## src/rtl/sum_3_arb_pkg.sv

```systemverilog
// Shared constants and types for the four-channel 3-sample moving-sum scheduler.
package sum_3_pkg;
    localparam int NUM_CH   = 4;
    localparam int SAMPLE_W = 8;
    localparam int SUM_W    = SAMPLE_W + 2;
    localparam int CH_W     = 2;

    typedef logic signed [SAMPLE_W-1:0] sample_t;
    typedef logic signed [SUM_W-1:0]    sum_t;
    typedef logic [1:0]                 cnt_t;

    localparam cnt_t CNT_MAX = 2'd2;
endpackage

```

## src/rtl/sum_3_arb_rr_arb4.sv

```systemverilog
// Combinational 4-way round-robin arbiter: grants the first requester at or after ptr.
module rr_arb4
    import sum_3_pkg::*;
(
    input  logic [NUM_CH-1:0] req,
    input  logic [CH_W-1:0]   ptr,
    input  logic              en,
    output logic [NUM_CH-1:0] gnt,
    output logic [CH_W-1:0]   gnt_id
);
    logic [CH_W-1:0] idx;
    logic            found;

    always_comb begin
        gnt    = '0;
        gnt_id = '0;
        found  = 1'b0;
        idx    = '0;
        // Scan channels in priority order starting at ptr, wrapping modulo 4.
        for (int k = 0; k < NUM_CH; k++) begin
            idx = ptr + CH_W'(k);
            if (en && !found && req[idx]) begin
                gnt[idx] = 1'b1;
                gnt_id   = idx;
                found    = 1'b1;
            end
        end
    end
endmodule

```

## src/rtl/sum_3_arb.sv

```systemverilog
// Round-robin shared 3-sample moving-sum engine with per-channel 2-deep history
// and a single registered valid/ready output.
module sum_3_arb
    import sum_3_pkg::*;
(
    input  logic                       clk,
    input  logic                       rst,
    input  logic                       clr,
    input  logic [NUM_CH-1:0]          in_valid,
    input  logic [NUM_CH*SAMPLE_W-1:0] in_num,
    output logic [NUM_CH-1:0]          in_ready,
    output logic                       out_valid,
    input  logic                       out_ready,
    output logic signed [SUM_W-1:0]    out_sum,
    output logic [CH_W-1:0]            out_ch,
    output logic                       out_full
);
    // Range of three 8-bit samples is -384..381, so the 10-bit sum cannot wrap.
    function automatic sum_t sum3(sample_t a, sample_t b, sample_t c);
        return {{(SUM_W-SAMPLE_W){a[SAMPLE_W-1]}}, a}
             + {{(SUM_W-SAMPLE_W){b[SAMPLE_W-1]}}, b}
             + {{(SUM_W-SAMPLE_W){c[SAMPLE_W-1]}}, c};
    endfunction

    logic              free;
    logic              en;
    logic              acc;
    logic [NUM_CH-1:0] gnt;
    logic [CH_W-1:0]   gnt_id;
    logic [CH_W-1:0]   ptr;
    sample_t           cur;
    sample_t           h0 [NUM_CH];
    sample_t           h1 [NUM_CH];
    cnt_t              cnt [NUM_CH];

    assign free     = !out_valid || out_ready;
    assign en       = free && !clr && rst;
    assign in_ready = gnt;
    assign acc      = |gnt;
    assign cur      = in_num[gnt_id*SAMPLE_W +: SAMPLE_W];

    rr_arb4 u_arb (
        .req    (in_valid),
        .ptr    (ptr),
        .en     (en),
        .gnt    (gnt),
        .gnt_id (gnt_id)
    );

    always_ff @(posedge clk or negedge rst) begin
        if (!rst) begin
            ptr       <= '0;
            out_valid <= 1'b0;
            out_sum   <= '0;
            out_ch    <= '0;
            out_full  <= 1'b0;
            for (int i = 0; i < NUM_CH; i++) begin
                h0[i]  <= '0;
                h1[i]  <= '0;
                cnt[i] <= '0;
            end
        end else begin
            if (clr) begin
                ptr <= '0;
                for (int i = 0; i < NUM_CH; i++) begin
                    h0[i]  <= '0;
                    h1[i]  <= '0;
                    cnt[i] <= '0;
                end
            end else if (acc) begin
                ptr         <= gnt_id + 2'd1;
                h0[gnt_id]  <= h1[gnt_id];
                h1[gnt_id]  <= cur;
                if (cnt[gnt_id] != CNT_MAX)
                    cnt[gnt_id] <= cnt[gnt_id] + 2'd1;
            end

            // Output register: a new accept overrides a same-cycle drain.
            if (acc) begin
                out_sum   <= sum3(cur, h1[gnt_id], h0[gnt_id]);
                out_ch    <= gnt_id;
                out_full  <= (cnt[gnt_id] == CNT_MAX);
                out_valid <= 1'b1;
            end else if (out_ready) begin
                out_valid <= 1'b0;
            end
        end
    end
endmodule

```

## config.mk

```make
export PLATFORM = sky130hd
export DESIGN_NAME = sum_3_arb
export DESIGN_NICKNAME = d
export VERILOG_FILES = /design/src/rtl/sum_3_arb_pkg.sv /design/src/rtl/sum_3_arb_rr_arb4.sv /design/src/rtl/sum_3_arb.sv
export SDC_FILE = /design/constraint.sdc
export NUM_CORES = 1
export LEC_CHECK = 0
export BUFFER_PORTS_ARGS = -buffer_cell sky130_fd_sc_hd__buf_2
export CORE_ASPECT_RATIO = 0.6
export CORE_MARGIN = 4
export CORE_UTILIZATION = 55
export CTS_CLUSTER_SIZE = 28
export DETAILED_ROUTE_END_ITERATION = 7
export GPL_ROUTABILITY_DRIVEN = 0
export PLACE_DENSITY = 0.87
export SLEW_MARGIN = 20
export SYNTH_ARGS = -nofsm -noshare
export SYNTH_HDL_FRONTEND = slang
export SYNTH_SLANG_ARGS = --single-unit
```

## constraint.sdc

```tcl
create_clock -name clk -period 8.6 [get_ports clk]
set_clock_uncertainty 0.05 [all_clocks]
set_input_delay 1.72 -clock clk [delete_from_list [all_inputs] [get_ports clk]]
set_output_delay 1.72 -clock clk [all_outputs]
set_load 0.03 [all_outputs]
```

# ---- Yosys cells after proc, flatten, opt, wreduce, memory -nomap -nowiden
# Index checks and enable logic that the tools add are counted.
dict set report word_totals {
  reg_bits 88
  latch_bits 0
  ram_bits 0
  rom_bits 0
  memories 0
}
dict set report classes {
  add_sub_neg 7
  n_mul 0
  div 0
  n_lt_le_gt_ge 10
  n_eq_ne 2
  shift 1
  mux 54
  bitwise_logic 4
  reduce_logical 25
}
# cell count
set ops {}
lappend ops {{$mux 32} 4}
lappend ops {{$bwmux 32} 2}
lappend ops {{$mux 8} 8}
lappend ops {{$bmux 8 s2} 2}
lappend ops {{$shiftx 32x6->8} 1}
lappend ops {{$mux 2} 9}
lappend ops {{$demux 8 s2} 1}
lappend ops {{$mux 4} 4}
lappend ops {{$logic_and 1x1->1} 14}
lappend ops {{$mux 1} 13}
lappend ops {{$lt 2x3->1 const B} 4}
lappend ops {{$or 4x4->4} 3}
lappend ops {{$add 9x8->10} 1}
lappend ops {{$add 8x8->9} 1}
lappend ops {{$bmux 1 s2} 4}
lappend ops {{$bwmux 8} 1}
lappend ops {{$demux 1 s2} 4}
lappend ops {{$ge 2x1->1 const B} 4}
lappend ops {{$add 2x1->2 const B} 3}
lappend ops {{$reduce_bool 2->1} 3}
lappend ops {{$logic_not 1->1} 5}
lappend ops {{$add 2x2->2 const B} 2}
lappend ops {{$bmux 2 s2} 1}
lappend ops {{$demux 2 s2} 1}
lappend ops {{8 further kinds} 8}

# ---- Logic depth before layout (Yosys ltp)
# Gate-level depths: netlist of run 1.
dict set report logic_depth {
  ltp_word 27
  ltp_mapped 26
}

# ---- Modules after synthesis
# Synthesis of run 1 repeated with hierarchy kept, for this count alone.
dict set report unflattened {
  cells_unflattened 549
  hier_area_um2 5441.5
}
# mod instances cells_each area_each_um2 seq_area_each_um2
set modules_own_cells {}
lappend modules_own_cells {sum_3_arb 1 476 4870.9 2202.1}
lappend modules_own_cells {rr_arb4 1 73 570.5 0.0}

# ---- Worst setup path after synthesis of run 1
# Ideal clock, no wire load.
dict set report synth_path {
  path_type {input port to flip-flop}
  from {input port in_valid[1]}
  to {register out_sum[7]}
  setup_ns 0.126
  arrival_ns 5.768
  required_time_ns 8.424
  setup_slack_ns 2.656
  stages 19
  path_buffers 2
  path_cell_list {mux4_2 nand2b_4 a2111o_1 buf_2 nand2_4 clkbuf_1 nand2_1 and3_1 a31oi_1 fa_1 ha_1 fa_1 a21o_1 a21oi_1 nor2b_1 o21a_1 or2_2 xnor2_1 a21oi_1}
}
dict set report synth_between {
  elab_chain_cells 22
}
# element line
set synth_lines {}
lappend synth_lines {{start, declared} sum_3_arb.sv:9} ;# input logic [NUM_CH-1:0] in_valid,
lappend synth_lines {{branches (longest 22 deep; another with $bmux 1 s2)} -}
lappend synth_lines {{end signal, assigned} sum_3_arb.sv:80} ;# out_sum <= sum3(cur, h1[gnt_id], h0[gnt_id]);
lappend synth_lines {{end, declared} sum_3_arb.sv:14} ;# output logic signed [SUM_W-1:0] out_sum,
# Parallel ways; which one is timed is not known. The select of a mux whose other input is x is not followed.
# A chain may end at the register's enable or synchronous reset.

# ---- Worst setup path after layout of run 1
dict set report layout_path {
  from {input port clr}
  to {register out_sum[7]}
}
dict set report layout_between {
  elab_chain_cells 23
}
# element line
set layout_lines {}
lappend layout_lines {{start, declared} sum_3_arb.sv:8} ;# input logic clr,
lappend layout_lines {{$logic_not 1->1 (*)} sum_3_arb.sv:37} ;# assign en = free && !clr && rst;
lappend layout_lines {{$logic_and 1x1->1 (*) (2 in a row)} sum_3_arb.sv:37}
lappend layout_lines {{branches (longest 20 deep; another with $logic_and 1x1->1)} -}
# Mark *: on every way between the ends. The select of a mux whose other input is x is not followed.

==> impl_results.md, run 1 <==
- Port bufs: 57
- Slew HR: 0.3625
- Clock latency on the worst-skew pair: roughly 0.35 ns
- CTS sink cnt: 88
- Main synth FF type: dfrtp_1
- Status: finished clean
- Min-delay worst type: reg2reg
- CTS tree: built
- CTS Buf Count: 9
- First-pass GRT wire length: about 26,000 um
- Max FO, Critical Path: 81
- Width of the die: ~140 um
- Chip Height: ~88 um
- DR WL/cell: a little over 20 um
- Initial DRC Count: between 600 and 700
- Slew Viols, Final: 0
- Total Routing Usage GR: 0.2655
- Ordered cell list for the critical path: buf_2 > buf_4 > nand2b_1 > nand2b_1 > a2111o_1 > nand2_4 > inv_2 > nand2_1 > and3_1 > a31oi_1 > fa_1 > ha_1 > fa_1 > a21o_1 > a21oi_1 > nor2b_1 > o21a_1 > or2_2 > xnor2_1 > a21oi_1
- Synth top area share: 0.3767
- DP HPWL: around 11,000 um
- Post-CTS resize count: 0
- Slowest CP cell: inv_2
- GR Overflow Total: 0
- Setup CP Type: in2reg
- Net Count, Synth: 682
- Critical Path AT: just over 7 ns
- Synth Warn #: 0
- Number of synthesized register bits: a little under 90
- Core Footprint: about 0.010 mm2
- # IOs: slightly below 60
- Area Overhead vs Synth: 8.497%
- Vias/cell: between 6 and 7
- Setup crit end kind: register
- Number of global-route vias before repair: a little over 5k
- Hold buffers post-CTS: 0
- Slowest stage delay, CP: approximately 0.57 ns
- Clk slew on worst S/H paths: 0.06 ns
- Largest net degree at the start of global routing: 82
- H-Tree Depth: 3
- Clock Path Buffers: 2
- Post-Syn Area: slightly below 0.006 mm2
- Area leader, netlist: dfrtp_1
- Initial Util: 0.5774
- CP required: between 8 and 9 ns
- VDD IR max: roughly 0.24 mV
- Num rows: 28
- Max_cap viols: 0
- P per Cell Area: between 200 and 300 mW/mm2
- DRC Markers: 0
- Final WL: between 15,000 and 20,000 um
- Post-synthesis sequential area ratio: 0.3767
- Post-Syn Instances: slightly above 600
- Clk root buf: clkbuf_16
- RSZ-0062 raised after global routing: no
- Initial antenna violation count: 0
- Core Util, Final: 0.6264
- EDFF count, synth: 0
- Max Freq: about 140 MHz
- Fin crit period: around 6.9 ns
- Share of layout cells above drive strength 1: 0.1832
- Final-stage net count: slightly above 700
- Antenna-violating nets left: 0
- Period utilization: 0.8062
- Endpoints failing hold: 0
- Synth area leaders: dfrtp_1 38%, nand2b_1 8.1%, mux2i_1 5.7%
- Fraction of registers with async set/reset: 1.000
- Via count: between 5k and 6k
- Leakage power: around 2.7 nW
- Ant diodes: 0
- Syn_area_per_cell: 9.490 um2
- Setup TNS: 0 ns
- Final setup violation count: 0
- # Post-CTS Setup Buffers: 0
- CP startpoint kind: primary input
- R2R depth: 19
- Synth cell types: between 40 and 50
- Initial DRT Pass Iterations: 5
- Hold Slack: roughly 0.44 ns
- Hold Crit Depth: 1
- Die ar.: 0.01240 mm2
- Slew of the pin with the lowest slew margin: approximately 0.96 ns
[flip-flops by register name, indices dropped and copies added (netlist names)]
register,cells
out_valid,1
h1,32
ptr,2
h0,32
out_sum,10
out_ch,2
cnt,8
out_full,1
[cells by family after synthesis]
family                   synth area share
adder cells (fa/ha/maj)           0.06721
multiplexers                      0.08540
XOR/XNOR                         0.008991
flip-flops                         0.3767
AO/OA/AOI/OAI                      0.1806
AND/OR/NAND/NOR                    0.2181
buffers and inverters             0.06293
[cells in the mapped netlist, drive strengths merged (7+ instances only)]
library cell and n:
a211oi 8, a21oi 17, a31oi 7, a32oi 20, buf 28, clkbuf 24, dfrtp 88, fa 9
ha 17, inv 20, mux2i 33, nand2 59, nand2b 77, nand3 56, nor2 13, o21ai 63
[report_power, final]
part	internal, mW	switching, mW
clock	0.203	0.158
sequential	0.475	0.0407
combinational	0.278	0.489
total	0.956	0.688
[layout by cell type, fill, tap and decap left out, drive strengths merged, types with 6 or more instances in the layout]
cell / count
inv: 20
a311o: 6
ha: 17
a211oi: 8
a21oi: 17
nand2: 59
fa: 9
dfrtp: 88
a31o: 6
nand3: 56
nor2: 13
buf: 65
clkbuf: 13
a32oi: 20
a31oi: 7
mux2i: 33
and3: 6
a21boi: 6
nand2b: 77
o21ai: 63
[layout make-up]
cell class | instances | area (um2)
inverter | 20 | 75.07
sequential | 88 | 2202
multi-input combinational | 456 | 3282
tap | 135 | 168.9
clock inverter | 2 | 16.27
fill | 804 | 3782
timing repair buffer | 65 | 347.8
clock buffer | 13 | 250.2
[worst paths after layout]
kind	start	end	slack, ns
worst max-delay path	clr	out_sum[7]	1.67
worst min-delay path	out_sum[2]	out_sum[2]	0.44
worst max register to register	ptr[0]	out_sum[7]	2.15
worst min register to register	out_sum[2]	out_sum[2]	0.44
max in group asynchronous	rst	h0[17]	6.12
min in group asynchronous	rst	out_sum[9]	1.22
[metal layers]
metal  global-route usage  up-vias  part of all wire
li1                     -     2227                 -
met1               0.3654     2467              0.43
met2               0.4082      300              0.44
met3              0.07911       33              0.12
met4              0.08443        0             0.016
met5                    0        -                 0
[per-stage QoR]
step | power [mW] | setup WS (ns) | cell area (um2) | instances
2_1_floorplan | 1.065 | 2.656 | 5846 | 616
3_3_place_gp | 1.227 | 1.748 | 6075 | 764
3_5_place_dp | 1.266 | 1.444 | 6075 | 764
4_1_cts | 1.633 | 1.784 | 6341 | 779
5_1_grt | 1.736 | 1.377 | 6342 | 779
6_report | 1.644 | 1.667 | 6342 | 779
[worst max-delay path, delay by kind of cell]
kind / cells / cell delay (ns)
xor+xnor: 1 / 0.21
simple gates: 7 / 1.52
fa+ha+maj: 3 / 1.12
buf+inv: 3 / 1.18
compound gates: 6 / 1.25
Power figures use the tool's default switching activity.
==> run 2, diff against run 1 <==
clock period = 6.95 ns   (was 8.6 ns; I/O delays follow)
==> run 2 against run 1 <==
  * Non-clock buffer count is 1 higher
  * Design area rose by 1.2%
  * Sequential cell count did not move
  * Count of clock-buffer cells in the layout decreased by 3
  * Cell count rose by 0.26%
  * Largest cell class unchanged
  * First-iteration DRC count fell by 2.4%
  * Combinational power is 24% higher
==> impl_results.md, run 2 (synthesis results as in run 1) <==
- Status: finished clean
- Min-delay worst type: reg2reg
- Chip Height: 87.86 um (unchanged)
- Ordered cell list for the critical path: buf_2 > mux4_2 > nor4_2 > or3b_1 > nand2_1 > inv_2 > a32oi_1 > fa_1 > fa_1 > a21o_1 > a21oi_1 > nor2b_1 > o21a_1 > or2_2 > xnor2_1 > a21oi_1
- Reg2reg setup slack: 0.98 ns (-1.17 ns)
- Crit. Startpoint: in_valid[3]
- Worst R2R Start: ptr[0]
- # IOs: 58 (unchanged)
- Setup crit end kind: register
- Comb power frac: 0.443 (-0.024)
- Fin crit period: approximately 6 ns
- Number of global-route vias before repair: 5,102 (+0.61%)
- First-pass GRT wire length: 26,180 um (+0.10%)
- Via count: 5,055 (+0.56%)
- Commonest cells after routing, fill and taps aside: 88 x dfrtp_1, 76 x nand2b_1, 58 x nand2_1
- CTS tree: built
- VDD IR max: 0.2710 mV (+13%)
- Area Overhead vs Synth: 9.825%
- Clk root buf: clkbuf_16
- Max FO, Critical Path: 22 (-73%)
- Max Freq: 163.3 MHz
- Initial Util: 0.5774 (unchanged)
- Slowest stage delay, CP: 0.64 ns (+0.07 ns)
- P_int: 1.282 mW (+34%)
- Clock latency on the worst-skew pair: 0.34 ns (about the same)
- Sw Ratio: 0.4013 (-0.01715)
- Initial DRT Pass Iterations: 5 (unchanged)
- Final WL: 16,020 um (+1.7%)
- Clock Path Buffers: 2 (unchanged)
- Vias/cell: 6.472 (+0.30%)
- H-Tree Depth: 3 (unchanged)
- Period utilization: 0.8809
- Setup CP Type: in2reg
- Total Routing Usage GR: 0.2683 (+0.002834)
- DRC Markers: 0 (unchanged)
- Worst setup path end: out_sum[7]
- DP HPWL: 10,570 um (-1.7%)
- WP buf/inv: 2 (-1)
- DR WL/cell: 20.51 um (+1.4%)
- Commonest non-fill, non-tap cell in the layout: dfrtp_1
- Ant diodes: 0 (unchanged)
- Finished layout cell area: 0.006420 mm2 (+1.2%)
- CTS Buf Count: 9 (unchanged)
- Initial DRC Count: 647 (-2.4%)
- Slew of the pin with the lowest slew margin: 0.9832 ns (+0.02702 ns)
- Initial antenna violation count: 0 (unchanged)
- R2R depth: 17 (-2)
- Setup TNS: 0 ns (unchanged)
- Slowest CP cell: mux4_2
- RSZ-0062 raised after global routing: no
- Final setup violation count: 0 (unchanged)
- Largest net degree at the start of global routing: 81 (-1.2%)
- CTS sink cnt: 88 (unchanged)
- Slew Viols, Final: 0 (unchanged)
- Largest regs: h0 x32, h1 x32, out_sum x10
- Power after layout: 2.142 mW (+30%)
- Slew HR: 0.3445 (-0.01801)
- Max_cap viols: 0 (unchanged)
- # Post-CTS Setup Buffers: 0 (unchanged)
- CP required: 7.10 ns (-1.63 ns)
- P per Cell Area: 333.6 mW/mm2 (+29%)
- Post-CTS resize count: 0 (unchanged)
- Final-stage net count: 707 (+0.14%)
- Critical path depth: 16 (-20%)
- GR Overflow Total: 0 (unchanged)
- Hold buffers post-CTS: 0 (unchanged)
- Critical Path AT: 6.27 ns (-0.80 ns)
- Share of layout cells above drive strength 1: 0.1889 (+0.005625)
- Width of the die: 141.1 um (unchanged)
- Sequential share of power: 0.299 (-0.015)
- Clk slew on worst S/H paths: 0.06 ns (about the same)
- Leakage power: 2.699 nW (+1.5%)
- Core Util, Final: 0.6341 (+0.007662)
- Cell family with most CP delay: simple AND/OR/NAND/NOR gates
- Net switching power: 0.8595 mW (+25%)
- Num rows: 28 (unchanged)
- DP Area: 0.006082 mm2 (+0.12%)
- Clock share of power: 0.258 (+0.039)
- CP startpoint kind: primary input
- Filler cells: 837 (+4.1%)
- RR Endpoint: out_sum[7]
- Die ar.: 0.01240 mm2 (unchanged)
- Antenna-violating nets left: 0 (unchanged)
- Endpoints failing hold: 0 (unchanged)
- Port bufs: 57 (unchanged)
- Core Footprint: 0.01012 mm2 (unchanged)
-- run 2: changes by cell type in the layout (fill, tap and decap cells not counted) --
| cell | change |
|---|---|
| clkinv_2 | +2 |
| clkbuf_1 | -2 |
| bufinv_16 | +3 |
| clkbuf_8 | -1 |
| clkinv_4 | -1 |
| buf_4 | +1 |
-- run 2: area by class of cell --
cell class	instances	area, um2	share of cell area
multi-input combinational	456	3282	0.5112
sequential	88	2202	0.3430
timing repair buffer	66	355.3	0.05535
clock buffer	10	229.0	0.03567
tap	135	168.9	0.02631
clock inverter	6	107.6	0.01676
inverter	20	75.07	0.01169
-- run 2: power groups by stage --
stage	clock, mW	combinational (mW)	sequential [mW]
after floorplan	0	0.610	0.708
after global placement	0	0.880	0.641
after detailed placement	0	0.925	0.646
after CTS	0.558	0.933	0.639
after global routing	0.581	1.03	0.650
final	0.553	0.949	0.640
-- run 2: worst min path at each step --
stage	from	end	slack [ns]	depth (start not counted)
2_1_floorplan	h1[17]	h1[17]	0.45	2
3_3_place_gp	out_full	out_full	0.41	1
3_5_place_dp	out_ch[0]	out_ch[0]	0.42	1
4_1_cts	out_full	out_full	0.44	1
5_1_grt	out_full	out_full	0.46	1
6_report	out_full	out_full	0.44	1
-- run 2: layer usage --
layer	part of all wire	global-route usage	wire length, um
met1	0.42	0.3691	6773
met4	0.020	0.07564	323
met5	0	0	0
met3	0.11	0.08020	1838
met2	0.44	0.4177	7080
-- run 2: stage by stage --
step	std cells	hold WS [ns]	worst slack [ns]
after floorplan	616	0.4495	1.336
after global placement	765	0.4122	0.8483
after detailed placement	765	0.4247	0.6203
after CTS	781	0.4439	0.9377
after global routing	781	0.4645	0.5425
final	781	0.4366	0.8277
